--- config.mk ---
export PLATFORM = sky130hd
export DESIGN_NAME = uart_tx_line_arbiter
export DESIGN_NICKNAME = d
export VERILOG_FILES = /design/src/rtl/uart_tx_line_arbiter.sv
export SDC_FILE = /design/constraint.sdc
export NUM_CORES = 1
export LEC_CHECK = 0
export ABC_AREA = 1
export ABC_CLOCK_PERIOD_IN_PS = 1500
export BUFFER_PORTS_ARGS = -buffer_cell sky130_fd_sc_hd__buf_2
export CORE_AREA = 3 3 53 55
export CTS_CLUSTER_DIAMETER = 150
export DETAILED_ROUTE_END_ITERATION = 10
export DIE_AREA = 0 0 56 58
export MAX_ROUTING_LAYER = met4
export SETUP_SLACK_MARGIN = 0.5
export SYNTH_ARGS = -nofsm -noshare
export SYNTH_HDL_FRONTEND = slang
export SYNTH_SLANG_ARGS = --single-unit
--- constraint.sdc ---
create_clock -name i_clk_20mhz -period 1.5 [get_ports i_clk_20mhz]
set_clock_uncertainty 0.05 [all_clocks]
set_input_delay 0.075 -clock i_clk_20mhz [delete_from_list [all_inputs] [get_ports i_clk_20mhz]]
set_output_delay 0.075 -clock i_clk_20mhz [all_outputs]
set_load 0.03 [all_outputs]
--- src/rtl/uart_tx_line_arbiter.sv ---
// Round-robin arbiter sharing one UART TX byte path among N_REQ requesters.
// A grant is held for a whole message, through the byte flagged with i_req_last.
//
// Ports:
//   i_clk_20mhz, i_rst_20mhz     : clock, async active-low reset
//   i_req_data/valid/last        : per-requester byte stream (byte k at [8k+7:8k])
//   o_req_ready                  : byte of requester k consumed this cycle (comb)
//   o_tx_data/o_tx_valid         : write side of uart_tx_only (1-cycle strobe)
//   i_tx_ready                   : uart_tx_only FIFO can take a byte
//   o_grant, o_busy, o_timeout   : one-hot owner, FSM busy, stall revoke pulse
//
// Optional feature: define UART_TX_ARB_TIMEOUT_EN to revoke a grant whose owner
// stalls for TIMEOUT_CYCLES cycles inside a message.
module uart_tx_line_arbiter #(
  parameter int N_REQ          = 2,
  parameter int TIMEOUT_CYCLES = 20000
) (
  input  logic               i_clk_20mhz,
  input  logic               i_rst_20mhz,
  input  logic [8*N_REQ-1:0] i_req_data,
  input  logic [N_REQ-1:0]   i_req_valid,
  input  logic [N_REQ-1:0]   i_req_last,
  output logic [N_REQ-1:0]   o_req_ready,
  output logic [7:0]         o_tx_data,
  output logic               o_tx_valid,
  input  logic               i_tx_ready,
  output logic [N_REQ-1:0]   o_grant,
  output logic               o_busy,
  output logic               o_timeout
);

  localparam int IW = $clog2(N_REQ);

  if (N_REQ < 2 || N_REQ > 8 || TIMEOUT_CYCLES < 1) begin : g_bad_param
    $error("uart_tx_line_arbiter: parameter out of range");
  end

  typedef enum logic [1:0] {
    ST_IDLE,
    ST_ARB,
    ST_XFER,
    ST_RELEASE
  } state_t;

  state_t           state_q, state_d;
  logic [IW-1:0]    rr_q, rr_d;
  logic [IW-1:0]    gidx_q, gidx_d;
  logic [N_REQ-1:0] grant_q, grant_d;
  logic [7:0]       txd_q, txd_d;
  logic             txv_q, txv_d;

  logic             any_valid;
  logic             win_found;
  logic [IW-1:0]    win_idx;
  logic             g_valid;
  logic             g_last;
  logic [7:0]       g_data;
  logic             accept;
  logic             stall_hit;

  assign any_valid = |i_req_valid;

  // Round-robin search: first requester above the pointer, then wrap to 0.
  always_comb begin
    win_found = 1'b0;
    win_idx   = '0;
    for (int k = 0; k < N_REQ; k++) begin
      if (!win_found && i_req_valid[k] && k > int'(rr_q)) begin
        win_found = 1'b1;
        win_idx   = IW'(k);
      end
    end
    for (int k = 0; k < N_REQ; k++) begin
      if (!win_found && i_req_valid[k] && k <= int'(rr_q)) begin
        win_found = 1'b1;
        win_idx   = IW'(k);
      end
    end
  end

  // Mux out the current owner's stream.
  always_comb begin
    g_valid = 1'b0;
    g_last  = 1'b0;
    g_data  = 8'h00;
    for (int k = 0; k < N_REQ; k++) begin
      if (gidx_q == IW'(k)) begin
        g_valid = i_req_valid[k];
        g_last  = i_req_last[k];
        g_data  = i_req_data[8*k +: 8];
      end
    end
  end

  assign accept = (state_q == ST_XFER) && g_valid && i_tx_ready;

  always_comb begin
    o_req_ready = '0;
    for (int k = 0; k < N_REQ; k++) begin
      o_req_ready[k] = (state_q == ST_XFER) && grant_q[k]
                       && i_req_valid[k] && i_tx_ready;
    end
  end

  always_comb begin
    state_d = state_q;
    rr_d    = rr_q;
    gidx_d  = gidx_q;
    grant_d = grant_q;
    txd_d   = txd_q;
    txv_d   = 1'b0;
    unique case (state_q)
      ST_IDLE: begin
        if (any_valid) state_d = ST_ARB;
      end
      ST_ARB: begin
        if (win_found) begin
          gidx_d  = win_idx;
          grant_d = {{(N_REQ-1){1'b0}}, 1'b1} << win_idx;
          state_d = ST_XFER;
        end else begin
          state_d = ST_IDLE;
        end
      end
      ST_XFER: begin
        if (accept) begin
          txv_d = 1'b1;
          txd_d = g_data;
          if (g_last) state_d = ST_RELEASE;
        end else if (stall_hit) begin
          state_d = ST_RELEASE;
        end
      end
      ST_RELEASE: begin
        rr_d    = gidx_q;
        grant_d = '0;
        state_d = any_valid ? ST_ARB : ST_IDLE;
      end
      default: state_d = ST_IDLE;
    endcase
  end

  always_ff @(posedge i_clk_20mhz or negedge i_rst_20mhz) begin
    if (!i_rst_20mhz) begin
      state_q <= ST_IDLE;
      rr_q    <= IW'(N_REQ-1);
      gidx_q  <= '0;
      grant_q <= '0;
      txd_q   <= 8'h00;
      txv_q   <= 1'b0;
    end else begin
      state_q <= state_d;
      rr_q    <= rr_d;
      gidx_q  <= gidx_d;
      grant_q <= grant_d;
      txd_q   <= txd_d;
      txv_q   <= txv_d;
    end
  end

`ifdef UART_TX_ARB_TIMEOUT_EN
  localparam int CW = $clog2(TIMEOUT_CYCLES+1);

  logic [CW-1:0] stall_q, stall_d;
  logic          tmo_q, tmo_d;

  // Only owner silence counts; FIFO back-pressure holds the count.
  always_comb begin
    stall_d   = stall_q;
    tmo_d     = 1'b0;
    stall_hit = 1'b0;
    if (state_q == ST_XFER) begin
      if (accept) begin
        stall_d = '0;
      end else if (i_tx_ready && !g_valid) begin
        if (stall_q == CW'(TIMEOUT_CYCLES-1)) begin
          stall_hit = 1'b1;
          tmo_d     = 1'b1;
          stall_d   = '0;
        end else begin
          stall_d = stall_q + 1'b1;
        end
      end
    end else if (state_q == ST_RELEASE) begin
      stall_d = '0;
    end
  end

  always_ff @(posedge i_clk_20mhz or negedge i_rst_20mhz) begin
    if (!i_rst_20mhz) begin
      stall_q <= '0;
      tmo_q   <= 1'b0;
    end else begin
      stall_q <= stall_d;
      tmo_q   <= tmo_d;
    end
  end

  assign o_timeout = tmo_q;
`else
  assign stall_hit = 1'b0;
  assign o_timeout = 1'b0;
`endif

  assign o_grant    = grant_q;
  assign o_tx_data  = txd_q;
  assign o_tx_valid = txv_q;
  assign o_busy     = (state_q != ST_IDLE);

endmodule
**After elaboration in Yosys (flattened, before gate mapping)**

Cells that the tools add are included.

- Bits in registers: 15
- Bits in latches: 0
- Bits in writable memories: 0
- Bits in read-only memories: 0
- Memories: 0

- $add $sub $neg: 0
- $mul: 0
- Divide/modulo/power cells: 0
- $lt $le $gt $ge: 2
- Eq/ne operators: 7
- Shifts and indexed selects: 1
- Multiplexer cells: 18
- Bitwise gates (word level): 0
- Reductions and logical operators: 22

Operators with widths:

| kind | number |
|---|---|
| $logic_and A1 B1 Y1 | 12 |
| $mux W1 | 10 |
| $mux W2 | 5 |
| $mux W8 | 1 |
| $ne A2 B2 Y1 const B | 4 |
| $pmux W2 S4 | 1 |
| $reduce_and A2 Y1 | 3 |
| $eq A2 B2 Y1 const B | 2 |
| $pmux W2 S2 | 1 |
| $reduce_bool A2 Y1 | 2 |
| $reduce_and A3 Y1 | 1 |
| $eq A2 B1 Y1 const B | 1 |
| $logic_not A1 Y1 | 2 |
| $logic_not A2 Y1 | 1 |
| $reduce_or A2 Y1 | 1 |
| $shl A1 B1 Y2 const A | 1 |
| $gt A1 B1 Y1 const A | 1 |
| $le A1 B1 Y1 const A | 1 |

**Logic depth before layout (Yosys ltp)**

Gate-level depths: netlist of run 1.

- Word-level depth: 13
- Depth in mapped cells: 6
- Mapped depth without buffers: 6

**Worst setup path after synthesis of run 1**

Ideal clock, no wire load.

- Path type: register to output
- Start point: reg state_q[0]
- End point: out o_req_ready[0]
- Arrival: 1.052 ns
- Required time: 1.375 ns
- Path slack: 0.323 ns
- Stages on the path, launching flop included: 7
- Buffers on the path: 1
- Cells stage by stage: dfrtp_1 -> inv_1 -> nand2_2 -> nor2_4 -> buf_6 -> inv_2 -> nor2_2

- Word-level cells in the longest chain between the ends: 4

RTL lines:

| element | RTL line | source |
|---|---|---|
| from (decl) | 45 | `state_t state_q, state_d;` |
| from (signal assigned) | 152 | `state_q <= state_d;` |
| $eq A2 B2 Y1 | 100 | `o_req_ready[k] = (state_q == ST_XFER) && grant_q[k]` |
| $logic_and A1 B1 Y1 | 100 |  |
| $logic_and A1 B1 Y1 (2 in a row) | 101 | `&& i_req_valid[k] && i_tx_ready;` |
| to (decl) | 23 | `output logic [N_REQ-1:0] o_req_ready,` |

No other way between the ends.

==> results of run 1 <==
## layout by cell type (no fill, tap or decap)
cell	synthesis	layout
sky130_fd_sc_hd__nor2_4	1	3
sky130_fd_sc_hd__conb_1	1	1
sky130_fd_sc_hd__nand3b_1	1	1
sky130_fd_sc_hd__inv_1	6	5
sky130_fd_sc_hd__dfstp_2	1	1
sky130_fd_sc_hd__inv_4	0	1
sky130_fd_sc_hd__nand3_1	12	12
sky130_fd_sc_hd__clkbuf_4	0	3
sky130_fd_sc_hd__nand2_4	1	3
sky130_fd_sc_hd__inv_2	2	2
sky130_fd_sc_hd__nand2_1	59	58
sky130_fd_sc_hd__nand2_2	2	1
sky130_fd_sc_hd__dlygate4sd3_1	0	1
sky130_fd_sc_hd__nor2_2	2	1
sky130_fd_sc_hd__clkinv_2	0	1
sky130_fd_sc_hd__o21ai_0	1	1
sky130_fd_sc_hd__buf_2	2	23
sky130_fd_sc_hd__buf_4	1	17
sky130_fd_sc_hd__dfrtp_2	0	1
sky130_fd_sc_hd__dfrtp_1	14	13
sky130_fd_sc_hd__buf_6	1	9
sky130_fd_sc_hd__o211ai_1	1	1
## Yosys cell counts
library cell,count,area [µm²]
sky130_fd_sc_hd__nand2_1,59,221
sky130_fd_sc_hd__dfrtp_1,14,350
sky130_fd_sc_hd__nand3_1,12,60.1
sky130_fd_sc_hd__inv_1,6,22.5
sky130_fd_sc_hd__buf_2,2,10.0
sky130_fd_sc_hd__inv_2,2,7.51
sky130_fd_sc_hd__nand2_2,2,12.5
sky130_fd_sc_hd__nor2_2,2,12.5
sky130_fd_sc_hd__buf_4,1,7.51
sky130_fd_sc_hd__buf_6,1,11.3
sky130_fd_sc_hd__conb_1,1,3.75
sky130_fd_sc_hd__dfstp_2,1,26.3
sky130_fd_sc_hd__nand2_4,1,11.3
sky130_fd_sc_hd__nand3b_1,1,7.51
sky130_fd_sc_hd__nor2_1,1,3.75
sky130_fd_sc_hd__nor2_4,1,11.3
sky130_fd_sc_hd__o211ai_1,1,7.51
sky130_fd_sc_hd__o21ai_0,1,5.00
## per-stage QoR
stage | power, mW | cells
after global routing | 2.60 | 189
final | 2.41 | 189
after floorplan | 1.51 | 109
after detailed placement | 1.84 | 174
after global placement | 1.81 | 174
after CTS | 2.20 | 183
## cells by family (layout without fill, tap and decap cells)
kind of cell | Yosys count | count (layout) | share of synthesized area
AOI/OAI and AO/OA | 2 | 2 | 0.0158
buffers and inverters | 12 | 62 | 0.0743
DFF | 15 | 15 | 0.476
other | 1 | 1 | 0.00473
and+or+nand+nor | 79 | 79 | 0.430
## routing by layer
layer	share of wire	global-route usage	vias up
li1	-	-	433
met1	0.43	0.171	370
met2	0.49	0.215	31
met3	0.064	0.0312	4
met4	0.018	0.0814	0
met5	0	-	-
## registers in the layout (all words and copies together), names as in the netlist, named ones only
register and flops:
state_q 1, o_grant 2, gidx_q 1, o_tx_data 8, rr_q 1, o_tx_valid 1
## cell type report
| cell class | count | area [µm²] | area share |
|---|---|---|---|
| clock buffers | 3 | 22.5 | 0.0186 |
| multi-input cells | 82 | 382 | 0.315 |
| flip-flops and latches | 15 | 378 | 0.312 |
| repair buffers | 50 | 354 | 0.292 |
| clock inverters | 1 | 5.00 | 0.00413 |
| well taps | 30 | 37.5 | 0.0310 |
| inverters | 8 | 32.5 | 0.0269 |
## final timing paths
path	to	slack, ps
setup / recovery	o_req_ready[1]	170
hold / removal	o_tx_data[7]	60
setup reg to reg	o_grant[0]	300
hold reg to reg	o_tx_data[4]	460
max in group asynchronous	rr_q	930
min in group asynchronous	state_q[0]	170
## critical path, stage by stage, from the launching register on
cell	delay (ps)
sky130_fd_sc_hd__dfrtp_1	460
sky130_fd_sc_hd__nand2_4	80
sky130_fd_sc_hd__nor2_4	120
sky130_fd_sc_hd__inv_4	60
sky130_fd_sc_hd__nor2_4	80
sky130_fd_sc_hd__buf_6	130
## power groups by stage
stage                     logic, mW  clock network, mW  registers (mW)
after floorplan               0.567                  0           0.940
after global placement         1.09                  0           0.722
after detailed placement       1.11                  0           0.729
after CTS                      1.23              0.243           0.725
after global routing           1.59              0.261           0.751
final                          1.44              0.233           0.729
## timing repair
action,in CTS,in global routing
endpoints found under the setup margin,19,28
setup buffers,4,6
resized for setup,10,25
hold endpoints to repair,15,0
pin swaps,2,1
hold buffers,1,0
==> tab_implementation.tex, run 1 <==
\begin{tabular}{lr}
\hline
Metric & Value \\
\hline
\multicolumn{2}{l}{\textbf{Yosys}} \\
Post-Syn Area & 792 µm² \\
Cells after Synth & 109 \\
Synthesized net count & 132 \\
Sequential fraction of the synthesis area & 0.476 \\
Total of warnings raised by yosys & 0 \\
Distinct cell type count after synthesis & 18 \\
Number of synthesized register bits & 15 \\
Mean post-synth cell area & 7.27 µm² \\
\multicolumn{2}{l}{\textbf{Detailed routing}} \\
Total via count in the routed design & 838 \\
DRT antenna net count & 0 \\
Vias per std cell & 4.43 \\
Drt drc & 0 \\
Routed wire length per instance & 11.2 µm \\
DRC marker count from the first detailed-route iteration & 28 \\
DRT Pass-1 Iters & 4 \\
Final wirelength & 2120 µm \\
\multicolumn{2}{l}{\textbf{Finish}} \\
P\&R area growth vs syn & 52.9\% \\
Final core area utilization & 0.498 \\
Ant. Diodes & 0 \\
Total Nets Final & 183 \\
Final cell area excluding filler cells & 1210 µm² \\
Fill cell count & 246 \\
Fraction of layout cells with a size suffix above 1 & 0.415 \\
\multicolumn{2}{l}{\textbf{Clocking}} \\
Cts bufs inserted & 3 \\
Clock Sinks & 15 \\
Source-to-sink clock delay at the later pin of the worst-skew pair & 280 ps \\
Clock buffer depth & 2 \\
TritonCTS clock tree & built \\
Clock transition at the registers of the reported paths & 90 ps \\
Clock tree root buffer cell & sky130\_fd\_sc\_hd\_\_clkbuf\_4 \\
H-tree depth & 1 \\
\multicolumn{2}{l}{\textbf{Timing}} \\
Crit path setup slack, layout & 173 ps \\
Tightest hold margin & 60.8 ps \\
RSZ-0062 raised after global routing & true \\
Total negative setup slack & 0 ps \\
Final Critical Period & 1330 ps \\
Final setup violating endpoints & 0 \\
Final period utilization & 0.885 \\
Highest clock rate & 0.754 GHz \\
Count of final max-slew check failures & 0 \\
Number of failing hold endpoints at the final stage & 0 \\
\multicolumn{2}{l}{\textbf{Min path}} \\
Worst min-delay path class & primary input to flip-flop \\
Number of cells traversed by the worst hold path & 5 \\
Hold path startpoint & i\_req\_data[7] \\
\multicolumn{2}{l}{\textbf{Place}} \\
Cell Area, Placed & 1020 µm² \\
Worst-case setup slack after placement & 254 ps \\
Post-DP HPWL & 1540 µm \\
Number of buffers added on ports & 36 \\
Placer Congestion & 0.734 \\
\multicolumn{2}{l}{\textbf{Setup path}} \\
Critical path start-end classification & flip-flop to output port \\
Critical path arrival & 1200 ps \\
Type of destination of the critical path & output port \\
Crit-path max FO & 4 \\
Worst r2r path cells & 7 \\
Critical path startpoint category & flip-flop \\
Required time of the worst setup path & 1370 ps \\
FF-to-FF Start & state\_q[0] \\
\multicolumn{2}{l}{\textbf{Die}} \\
Row count & 18 \\
Die X-Extent & 56 µm \\
Number of top-level pins & 38 \\
Effective utilization at floorplan & 0.326 \\
Core area & 2430 µm² \\
Vertical die dimension & 58 µm \\
Overall die area & 3250 µm² \\
\multicolumn{2}{l}{\textbf{Power and ir drop}} \\
Share of power burned in combinational logic & 0.600 \\
Power density over the cells & 1990 nW/µm² \\
Switching fraction of total power & 0.457 \\
Fraction of power consumed by sequential logic & 0.303 \\
Internal & 1.31 mW \\
Net load switching power & 1.10 mW \\
Leakage power figure & 0.714 nW \\
Relative contribution of the clock network to total power & 0.097 \\
Maximum VDD drop & 0.859 mV \\
\multicolumn{2}{l}{\textbf{Global routing}} \\
Antenna violations before repair & 0 \\
Via count of the first global-routing pass & 808 \\
Total grt overflow & 0 \\
Global-route wire length before repair & 3470 µm \\
Overall Global Routing Usage & 0.141 \\
Largest net degree at the start of global routing & 16 \\
\multicolumn{2}{l}{\textbf{Run status}} \\
Outcome & completed \\
\multicolumn{2}{l}{\textbf{Flow run}} \\
Max-cap violations & 0 \\
\hline
\end{tabular}
Power figures use the tool's default switching activity.
==> run 2: changes to the inputs <==
- CELL_PAD_IN_SITES_DETAIL_PLACEMENT: default -> 1
- CELL_PAD_IN_SITES_GLOBAL_PLACEMENT: default -> 2
- CORE_AREA: 3 3 53 55 -> 3 3 86 47
- DIE_AREA: 0 0 56 58 -> 0 0 89 50
- PLACE_DENSITY_LB_ADDON: default -> 0.1
==> tab_implementation.tex, run 2 (same netlist as run 1, synthesis figures left out) <==
\begin{tabular}{lr}
\hline
Metric & Value \\
\hline
\multicolumn{2}{l}{\textbf{Setup path}} \\
Crit-path slowest cell & sky130\_fd\_sc\_hd\_\_dfrtp\_1 \\
Count of buffer and inverter cells on the critical path & 3 \\
Cell occurring most often along the worst timing path & sky130\_fd\_sc\_hd\_\_nor2\_4 \\
FF-to-FF Start & state\_q[0] \\
Cells along the critical path & inv\_2 > nand2\_4 > nor2\_4 > inv\_4 > nor2\_4 > buf\_6 \\
Critical path startpoint category & flip-flop \\
Type of destination of the critical path & output port \\
Critical path start-end classification & flip-flop to output port \\
Worst r2r path cells & 7 \\
Critical path arrival & 1140 ps \\
Longest individual stage delay on the worst path & 380 ps \\
Required time of the worst setup path & 1370 ps \\
Crit-path max FO & 2 \\
Category of cells accounting for the largest share of critical-path delay & flip-flops \\
Crit Reg-Reg Endpoint & o\_tx\_data[6] \\
Setup slack on the worst flop-to-flop path & 320 ps \\
\multicolumn{2}{l}{\textbf{Finish}} \\
Area taken by flip-flops and latches & 378 µm² \\
P\&R area growth vs syn & 44.9\% \\
Number of flip-flops under the largest register name & 8 \\
Total Nets Final & 176 \\
Fill cell count & 439 \\
Fraction of layout cells with a size suffix above 1 & 0.382 \\
Final cell area excluding filler cells & 1150 µm² \\
Layout Cells excl Fill & 194 \\
Leading cell type in the layout, fill and taps excluded & sky130\_fd\_sc\_hd\_\_nand2\_1 \\
Total area of multi-input combinational cells & 382 µm² \\
Most frequent cells in the layout & sky130\_fd\_sc\_hd\_\_nand2\_1, sky130\_fd\_sc\_hd\_\_buf\_2, sky130\_fd\_sc\_hd\_\_dfrtp\_1, sky130\_fd\_sc\_hd\_\_nand3\_1 \\
Ant. Diodes & 0 \\
\multicolumn{2}{l}{\textbf{Place}} \\
Placer Congestion & 0.627 \\
Post-DP HPWL & 1810 µm \\
Number of buffers added on ports & 36 \\
Cell Area, Placed & 1040 µm² \\
Cells after DPL & 186 \\
\multicolumn{2}{l}{\textbf{Global routing}} \\
Via count of the first global-routing pass & 830 \\
Overall Global Routing Usage & 0.117 \\
Largest net degree at the start of global routing & 16 \\
Total grt overflow & 0 \\
Global-route wire length before repair & 3790 µm \\
Antenna violations before repair & 0 \\
\multicolumn{2}{l}{\textbf{Detailed routing}} \\
DRC marker count from the first detailed-route iteration & 0 \\
DRT Pass-1 Iters & 1 \\
Vias per std cell & 4.23 \\
Drt drc & 0 \\
Total via count in the routed design & 821 \\
Final wirelength & 2270 µm \\
DRT antenna net count & 0 \\
Routed wire length per instance & 11.7 µm \\
\multicolumn{2}{l}{\textbf{Die}} \\
Die X-Extent & 89 µm \\
Vertical die dimension & 50 µm \\
Effective utilization at floorplan & 0.236 \\
Row count & 15 \\
Number of top-level pins & 38 \\
Overall die area & 4450 µm² \\
Core area & 3360 µm² \\
\multicolumn{2}{l}{\textbf{Timing}} \\
Count of final max-slew check failures & 0 \\
Total negative setup slack & 0 ps \\
Final Critical Period & 1270 ps \\
Number of failing hold endpoints at the final stage & 0 \\
RSZ-0062 raised after global routing & true \\
Final setup violating endpoints & 0 \\
Final period utilization & 0.846 \\
Highest clock rate & 0.788 GHz \\
\multicolumn{2}{l}{\textbf{Power and ir drop}} \\
Maximum VDD drop & 0.407 mV \\
Power density over the cells & 1970 nW/µm² \\
Leakage power figure & 0.674 nW \\
Overall power consumption & 2.26 mW \\
\multicolumn{2}{l}{\textbf{Min path}} \\
Hold path startpoint & i\_req\_valid[0] \\
Number of cells traversed by the worst hold path & 3 \\
Worst min-delay path class & primary input to flip-flop \\
Worst-case hold path end point & o\_grant[0] \\
\multicolumn{2}{l}{\textbf{Clocking}} \\
Clock Sinks & 15 \\
Clock buffer depth & 2 \\
TritonCTS clock tree & built \\
Source-to-sink clock delay at the later pin of the worst-skew pair & 250 ps \\
Cts bufs inserted & 3 \\
H-tree depth & 1 \\
Clock transition at the registers of the reported paths & 60 ps \\
Clock tree root buffer cell & sky130\_fd\_sc\_hd\_\_clkbuf\_8 \\
\multicolumn{2}{l}{\textbf{Flow run}} \\
Max-cap violations & 0 \\
\multicolumn{2}{l}{\textbf{Run status}} \\
Outcome & completed \\
\hline
\end{tabular}
## run 2: final cells by class
class                           count  area share
Timing Repair Buffer               43       0.225
Sequential cell                    15       0.329
Clock buffer                        4      0.0393
Tap cell                           42      0.0458
Multi-Input combinational cell     82       0.333
Inverter                            8      0.0284
## run 2: worst max path at each step
| stage | startpoint | endpoint | slack [ps] | cells past startpoint |
|---|---|---|---|---|
| after floorplan | state_q[0] | o_req_ready[1] | 410 | 6 |
| after global routing | state_q[0] | o_req_ready[1] | 160 | 6 |
| final | state_q[0] | o_req_ready[1] | 230 | 6 |
| after CTS | state_q[0] | o_req_ready[0] | 180 | 6 |
| after global placement | flip-flop | gidx_q | 330 | 4 |
| after detailed placement | flip-flop | gidx_q | 330 | 4 |
## run 2: metal layers
layer / track usage / part of all wire / routed length [µm]
met1: 0.135 / 0.45 / 1020
met2: 0.187 / 0.48 / 1100
met3: 0.0417 / 0.052 / 119
met4: 0.0446 / 0.016 / 36
met5: - / 0 / 0
## run 2: stage by stage
stage	util	worst slack, ps	hold slack (ps)
floorplan	-	407	-271
global placement	0.308	327	-37.2
detailed placement	0.308	327	-36.1
CTS	0.340	180	81.6
global route	0.342	157	123
finish	0.342	230	84.9
## run 2: worst min-delay path, delay by kind of cell
family,cells,cell delay [ps]
AOI/OAI and AO/OA,1,90
buffers and inverters,1,130
and+or+nand+nor,1,50
## run 2: repair_timing
action,in CTS,in global routing
setup buffers,3,0
hold endpoints to repair,15,0
hold buffers,1,0
gates cloned,0,0
gates resized for setup,8,3
endpoints found under the setup margin,17,17
pin swaps,2,1
## run 2: power breakdown
part	leakage [nW]	switching, mW	internal (mW)	total [mW]
Clock	0.0228	0.143	0.188	0.331
Combinational	0.465	0.812	0.411	1.22
Sequential	0.186	0.116	0.592	0.707
Total	0.674	1.07	1.19	2.26
==> run 3: changes to the inputs <==
- ABC_CLOCK_PERIOD_IN_PS: 1500 -> 1200
- CORE_AREA: 3 3 86 47 -> 3 3 87 48
- DIE_AREA: 0 0 89 50 -> 0 0 90 51
- clock period: 1.5 -> 1.2 ns (I/O delays scaled with it)
==> tab_implementation.tex, run 3 (same netlist as run 1, synthesis figures left out) <==
\begin{tabular}{lr}
\hline
Metric & Value \\
\hline
\multicolumn{2}{l}{\textbf{Finish}} \\
Number of flip-flops under the largest register name & 8 \\
Fill cell count & 427 \\
Area taken by flip-flops and latches & 378 µm² \\
Final core area utilization & 0.398 \\
P\&R area growth vs syn & 71.7\% \\
Total Nets Final & 187 \\
Total area of multi-input combinational cells & 417 µm² \\
Ant. Diodes & 0 \\
Fraction of layout cells with a size suffix above 1 & 0.454 \\
Most frequent cells in the layout & sky130\_fd\_sc\_hd\_\_nand2\_1, sky130\_fd\_sc\_hd\_\_buf\_2, sky130\_fd\_sc\_hd\_\_buf\_6, sky130\_fd\_sc\_hd\_\_dfrtp\_1, sky130\_fd\_sc\_hd\_\_buf\_4 \\
Leading cell type in the layout, fill and taps excluded & sky130\_fd\_sc\_hd\_\_nand2\_1 \\
\multicolumn{2}{l}{\textbf{Detailed routing}} \\
Total via count in the routed design & 882 \\
DRT antenna net count & 0 \\
Routed wire length per instance & 11.7 µm \\
Drt drc & 0 \\
Vias per std cell & 4.12 \\
DRT Pass-1 Iters & 2 \\
DRC marker count from the first detailed-route iteration & 14 \\
Final wirelength & 2500 µm \\
\multicolumn{2}{l}{\textbf{Power and ir drop}} \\
Leakage power figure & 0.752 nW \\
Maximum VDD drop & 0.983 mV \\
Power density over the cells & 2520 nW/µm² \\
\multicolumn{2}{l}{\textbf{Setup path}} \\
Critical path startpoint category & flip-flop \\
Critical path arrival & 1170 ps \\
Type of destination of the critical path & output port \\
Cells along the critical path & inv\_2 > nand2\_4 > nor2\_4 > inv\_4 > nor2\_4 > buf\_6 \\
Cell occurring most often along the worst timing path & sky130\_fd\_sc\_hd\_\_nor2\_4 \\
Count of buffer and inverter cells on the critical path & 3 \\
Category of cells accounting for the largest share of critical-path delay & flip-flops \\
Critical path start-end classification & flip-flop to output port \\
Required time of the worst setup path & 1090 ps \\
Crit-path max FO & 2 \\
Crit-path slowest cell & sky130\_fd\_sc\_hd\_\_dfrtp\_1 \\
Longest individual stage delay on the worst path & 390 ps \\
\multicolumn{2}{l}{\textbf{Clocking}} \\
TritonCTS clock tree & built \\
Cts bufs inserted & 3 \\
Clock tree root buffer cell & sky130\_fd\_sc\_hd\_\_clkbuf\_8 \\
Clock buffer depth & 2 \\
Clock Sinks & 15 \\
H-tree depth & 1 \\
Source-to-sink clock delay at the later pin of the worst-skew pair & 250 ps \\
Clock transition at the registers of the reported paths & 60 ps \\
\multicolumn{2}{l}{\textbf{Timing}} \\
Tightest hold margin & 52.4 ps \\
Final Critical Period & 1280 ps \\
Final period utilization & 1.07 \\
Crit path setup slack, layout & -81.1 ps \\
Highest clock rate & 0.781 GHz \\
RSZ-0062 raised after global routing & true \\
Final setup violating endpoints & 12 \\
Count of final max-slew check failures & 0 \\
Number of failing hold endpoints at the final stage & 0 \\
\multicolumn{2}{l}{\textbf{Die}} \\
Overall die area & 4590 µm² \\
Number of top-level pins & 38 \\
Die X-Extent & 90 µm \\
Core area & 3420 µm² \\
Row count & 15 \\
Effective utilization at floorplan & 0.232 \\
Vertical die dimension & 51 µm \\
\multicolumn{2}{l}{\textbf{Global routing}} \\
Overall Global Routing Usage & 0.118 \\
Antenna violations before repair & 0 \\
Global-route wire length before repair & 4200 µm \\
Largest net degree at the start of global routing & 16 \\
Total grt overflow & 0 \\
Via count of the first global-routing pass & 951 \\
\multicolumn{2}{l}{\textbf{Run status}} \\
Failing checks & negative setup slack \\
Outcome & complete, but fails checks \\
\multicolumn{2}{l}{\textbf{Flow run}} \\
Max-cap violations & 0 \\
\multicolumn{2}{l}{\textbf{Place}} \\
Post-DP HPWL & 1870 µm \\
Number of buffers added on ports & 36 \\
Placer Congestion & 0.739 \\
\multicolumn{2}{l}{\textbf{Min path}} \\
Worst min-delay path class & primary input to flip-flop \\
\hline
\end{tabular}
-- run 3: changes by cell type in the layout (fill, tap and decap cells not counted) --
cell,before,now
sky130_fd_sc_hd__nand2_2,1,3
sky130_fd_sc_hd__o21ai_0,1,0
sky130_fd_sc_hd__nand3_2,0,1
sky130_fd_sc_hd__buf_4,5,13
sky130_fd_sc_hd__o21ai_2,0,1
sky130_fd_sc_hd__buf_2,33,22
sky130_fd_sc_hd__buf_6,4,17
sky130_fd_sc_hd__nor2_4,3,4
sky130_fd_sc_hd__nor2_2,1,0
sky130_fd_sc_hd__nand2_1,58,55
sky130_fd_sc_hd__buf_8,0,1
sky130_fd_sc_hd__nand2_8,0,1
sky130_fd_sc_hd__nand3_1,12,11
-- run 3: path summary, 6_finish.rpt --
path / start / to / slack (ps) / cells after the start
min in group asynchronous: i_rst_20mhz / o_grant[0] / 200 / 2
setup / recovery: state_q[0] / o_req_ready[0] / -80 / 6
hold / removal: i_req_valid[1] / gidx_q / 50 / 3
max in group asynchronous: i_rst_20mhz / rr_q / 590 / 2
hold reg to reg: rr_q / rr_q / 450 / 2
setup reg to reg: state_q[0] / o_tx_data[7] / -70 / 8
-- run 3: final cells by class --
type | count | share of cell area
Timing Repair Buffer | 54 | 0.312
Sequential cell | 15 | 0.278
Clock buffer | 4 | 0.0331
Inverter | 8 | 0.0239
Multi-Input combinational cell | 82 | 0.306
Tap cell | 51 | 0.0469
-- run 3: routing by layer --
layer / routed length [µm] / track usage / up-vias
li1: - / - / 438
met1: 1080 / 0.131 / 419
met2: 1250 / 0.211 / 23
met3: 142 / 0.0426 / 2
met4: 15 / 0.0228 / 0
met5: 0 / - / -
-- run 3: per-stage QoR --
stage	std cells	area [µm²]	total power [mW]	setup TNS (ps)	setup WS, ps
finish	214	1360	3.42	-692	-81.1
global route	214	1360	3.71	-1400	-138
CTS	206	1250	3.14	-261	-99.1
detailed placement	197	1060	2.37	0	41.2
global placement	197	1060	2.36	0	93.6
floorplan	109	812	1.90	0	122
-- run 3: tightest hold or removal path: stages --
cell and delay [ps]:
sky130_fd_sc_hd__buf_2 130, sky130_fd_sc_hd__nand3_2 80, sky130_fd_sc_hd__nand2_1 50
-- run 3: where the power goes --
group | switching (mW) | internal, mW | total, mW
clock | 0.173 | 0.235 | 0.408
combinational | 1.15 | 0.939 | 2.09
sequential | 0.189 | 0.741 | 0.930
-- run 3: what timing repair did --
item	in CTS	in global routing
endpoints found under the setup margin	29	29
endpoints found under the hold margin	15	0
setup buffers	4	8
hold buffers	1	0
resized for setup	31	14
pin swaps	2	1
